<file path="src/rtl/sorter_seq.sv">
// sorter_seq: serial-in/serial-out batch sorter, odd-even transposition with one phase per clock.
// Outputs decode from registered state only, so ready/valid never depend combinationally on the peer.
module sorter_seq #(
    parameter int N     = 8,
    parameter int WIDTH = 8
) (
    input  logic             clk,
    input  logic             rst_n,
    input  logic             desc,
    input  logic             in_valid,
    input  logic [WIDTH-1:0] in_data,
    output logic             in_ready,
    output logic             out_valid,
    output logic [WIDTH-1:0] out_data,
    input  logic             out_ready,
    output logic             out_last,
    output logic             busy
);
    localparam int IW = $clog2(N);
    localparam int PW = IW + 1;

    typedef enum logic [1:0] {LOAD, SORT, DRAIN} state_t;

    state_t           state, state_nxt;
    logic [IW-1:0]    idx;
    logic [PW-1:0]    phase;
    logic             ord;
    logic [WIDTH-1:0] mem    [N];
    logic [WIDTH-1:0] sorted [N];
    logic             in_fire, out_fire, idx_end, phase_end;

    assign in_fire   = in_valid & in_ready;
    assign out_fire  = out_valid & out_ready;
    assign idx_end   = idx == IW'(N - 1);
    assign phase_end = phase == PW'(N - 1);

    always_ff @(posedge clk) begin
        if (!rst_n) state <= LOAD;
        else        state <= state_nxt;
    end

    always_comb begin
        state_nxt = state;
        case (state)
            LOAD:    state_nxt = (in_fire && idx_end) ? SORT : LOAD;
            SORT:    state_nxt = phase_end ? DRAIN : SORT;
            DRAIN:   state_nxt = (out_fire && idx_end) ? LOAD : DRAIN;
            default: state_nxt = LOAD;
        endcase
    end

    always_comb begin
        in_ready  = state == LOAD;
        out_valid = state == DRAIN;
        busy      = state != LOAD;
        out_last  = out_valid && idx_end;
        out_data  = out_valid ? mem[idx] : '0;
    end

    // Pairs start at even indices on even phases, odd indices on odd phases; pairs never overlap.
    always_comb begin
        sorted = mem;
        for (int i = 0; i < N - 1; i++) begin
            if ((i[0] == phase[0]) && (ord ? mem[i] < mem[i+1] : mem[i] > mem[i+1])) begin
                sorted[i]   = mem[i+1];
                sorted[i+1] = mem[i];
            end
        end
    end

    always_ff @(posedge clk) begin
        if (!rst_n) begin
            for (int i = 0; i < N; i++) mem[i] <= '0;
            idx   <= '0;
            phase <= '0;
            ord   <= 1'b0;
        end else begin
            case (state)
                LOAD: if (in_fire) begin
                    mem[idx] <= in_data;
                    if (idx == '0) ord <= desc;
                    idx   <= idx_end ? '0 : idx + 1'b1;
                    phase <= '0;
                end
                SORT: begin
                    mem   <= sorted;
                    phase <= phase + 1'b1;
                    idx   <= '0;
                end
                DRAIN: if (out_fire) idx <= idx_end ? '0 : idx + 1'b1;
                default: ;
            endcase
        end
    end
endmodule

</file>
<file path="config.mk">
export PLATFORM = sky130hd
export DESIGN_NAME = sorter_seq
export DESIGN_NICKNAME = d
export VERILOG_FILES = /design/src/rtl/sorter_seq.sv
export SDC_FILE = /design/constraint.sdc
export NUM_CORES = 1
export LEC_CHECK = 0
export CORE_ASPECT_RATIO = 1.2
export CORE_UTILIZATION = 45
export DETAILED_ROUTE_END_ITERATION = 7
export PLACE_DENSITY_LB_ADDON = 0.1
export SKIP_LAST_GASP = 1
export SYNTH_ARGS = -nofsm -noshare
export SYNTH_HDL_FRONTEND = slang
export SYNTH_SLANG_ARGS = --single-unit
</file>
<file path="constraint.sdc">
create_clock -name clk -period 5.5 [get_ports clk]
set_input_delay 1.1 -clock clk [delete_from_list [all_inputs] [get_ports clk]]
set_output_delay 1.1 -clock clk [all_outputs]
set_load 0.02 [all_outputs]
</file>
==> results.cfg <==
[global_routing]
grt_pass1_vias = 5817
grt_overflow = 0
grt_max_degree = 50
grt_pass1_wl_um = 33600
antenna_found_initial = 0
track_usage = 0.3355

[status]
status = complete, no violations

[synthesis]
synth_fp_nets = 831
yosysWarningCount = 0
synthArstFlopShare = 0
syn_area_per_cell_um2 = 7.761
ys_seq_elements = 74
synth_cell_type_count = 57
netlist_instances = 758
synth_ff_type = dfxtp_1
synth_area_mm2 = 0.005883
synth-edff-count = 0
ys_seq_area_frac = 0.2518

[cts]
h-tree-depth = 3
clkLatencyLatePin_ns = 0.35
cts.clk_slew.worst_paths_ns = 0.06
cts_setup_buffers = 0
cts_buffer_depth = 2
cts_resized = 0
root_buffer = clkbuf_16
holdBufCountCts = 0
cts_tree = built
cts_made_buffers = 9
cts_sinks = 74

[sta]
fin_crit_ns = 4.243
finalCritPeriodShare = 0.7715
drv_slew = 0
fin_setup_tns_ns = 0
fmax_mhz = 235.7
timing.hold.ws_ns = 0.5297
hold_viol = 0
slew_headroom = 0.2450
setup_violations = 0
worst_pin_slew_ns = 1.133
rsz0062_at_grt = no
fin_ws_ns = 1.257
finalClockSkew_ns = 0.005830

[die]
rows = 45
start_util = 0.4623
dieArea_mm2 = 0.01354
die_w_um = 106.4
die_height_um = 127.3
io_pins = 25
core_area_mm2 = 0.01272

[detailed_routing]
first_pass_iters = 6
drc = 0
wl_um = 22090
vias = 6176
ant_nets = 0
via_per_inst = 6.728
drtIter0Drc = 777
wl_per_cell_um = 24.06

[pwr]
combPwrFrac = 0.139
p_sw_frac = 0.2680
seqPwrFrac = 0.388
p_int_w = 0.001104
ir_worst_vdd_mv = 0.1223
p_switching_w = 0.0004042
pwr-share-clk = 0.472
power.density_mw_per_mm2 = 229.7
leakagePower_nw = 2.461

[worst_hold_path]
hold_path_end = mem[56]
hold_path.class = reg -> reg
whs_path_depth = 2
hold_start = mem[56]

[setup_path]
rrSetupSlack_ns = 2.33
required_ns = 4.40
crit_path_max_fanout = 31
worstSetupPathType = reg -> out
start_kind = register
rr_startpoint = state[0]
r2r-end = mem[36]
r2r_cells = 6
end_kind = output pin
crit_arrival_ns = 3.14

[place]
place.gp.congestion = 0.9565
dpl_worst_slack_ns = 1.655
portBuffers = 24
post-dp-hpwl_um = 15730

[layout]
nets = 822
layout_common_cells = a21oi_1, nor2_1, dfxtp_1
antenna_cells = 0
syn2layout_area_growth_pct = 11.61
layout_commonest_cell = a21oi_1
drive_above_1_share = 0.06233

[job]
drv_cap = 0
==> power by group through the flow <==
stage / sequential [W] / combinational [W] / clock [W]
global placement: 0.000597 / 0.000200 / 0
floorplan: 0.000573 / 0.000153 / 0
finish: 0.000586 / 0.000210 / 0.000712
detailed placement: 0.000596 / 0.000206 / 0
global route: 0.000587 / 0.000232 / 0.000743
CTS: 0.000585 / 0.000207 / 0.000719
==> cells in the mapped netlist, types with 11 or more instances <==
library cell | n | area share
o21ai_0 | 15 | 0.013
inv_1 | 68 | 0.043
nor3_1 | 23 | 0.020
mux2i_1 | 18 | 0.031
a221oi_1 | 35 | 0.052
nand2_1 | 61 | 0.039
nor2_1 | 74 | 0.047
buf_2 | 11 | 0.0094
nand3_1 | 11 | 0.0094
nand4_1 | 13 | 0.014
dfxtp_1 | 74 | 0.25
ha_1 | 60 | 0.13
a21oi_1 | 76 | 0.065
a22o_1 | 11 | 0.016
o41ai_1 | 30 | 0.045
clkbuf_1 | 39 | 0.025
o21a_1 | 11 | 0.014
==> cell families after synthesis <==
| family | after synthesis | share of synthesized area |
|---|---|---|
| and+or+nand+nor | 217 | 0.1682 |
| buffers and inverters | 123 | 0.08103 |
| AOI/OAI and AO/OA | 254 | 0.3120 |
| adders and majority gates | 60 | 0.1276 |
| DFF | 74 | 0.2518 |
| muxes | 30 | 0.05934 |
==> per-layer routing <==
layer	up-vias	track usage	routed length [um]
met5	-	0	0
met4	0	0.2149	1318
met3	79	0.05918	1664
met2	291	0.5340	10100
met1	2946	0.4173	9006
li1	2860	-	-
==> worst max-delay path: stages, from the launching register on <==
cell and delay (ns):
dfxtp_1 1.01, inv_1 0.33, nor2_1 0.32, a22o_1 0.19, a21oi_1 0.06, nor2_1 0.23
clkdlybuf4s50_1 0.65
==> worst max-delay path by stage <==
stage	from	to	slack (ns)	depth (start not counted)
floorplan	idx[2]	out_data[3]	2.52	5
global placement	idx[1]	out_data[4]	1.66	6
detailed placement	idx[1]	out_data[4]	1.65	6
CTS	idx[1]	out_data[4]	1.27	6
global route	idx[1]	out_data[5]	1.08	6
finish	idx[1]	out_data[5]	1.26	6
==> flip-flops by register name, indices dropped and copies added (netlist names) <==
name   count
mem       64
phase      4
idx        3
state      2
ord        1
==> stage by stage <==
stage / cell area [um^2] / util / total power (W) / instances
after CTS: 6566 / 0.5160 / 0.001510 / 918
after detailed placement: 6212 / 0.4882 / 0.0008020 / 902
after global placement: 6212 / 0.4882 / 0.0007965 / 902
after floorplan: 5883 / - / 0.0007265 / 758
after global routing: 6566 / 0.5160 / 0.001561 / 918
final: 6566 / 0.5160 / 0.001508 / 918
==> final cells by class <==
type                    count  area (um^2)
fillers                  1268         6158
multi-input cells         561         3955
flip-flops and latches     74         1481
repair buffers             33        307.8
inverters                  70        262.8
clock buffers              12        256.5
well taps                 164        205.2
clock inverters             4        97.59
(Power assumes the default switching activity.)
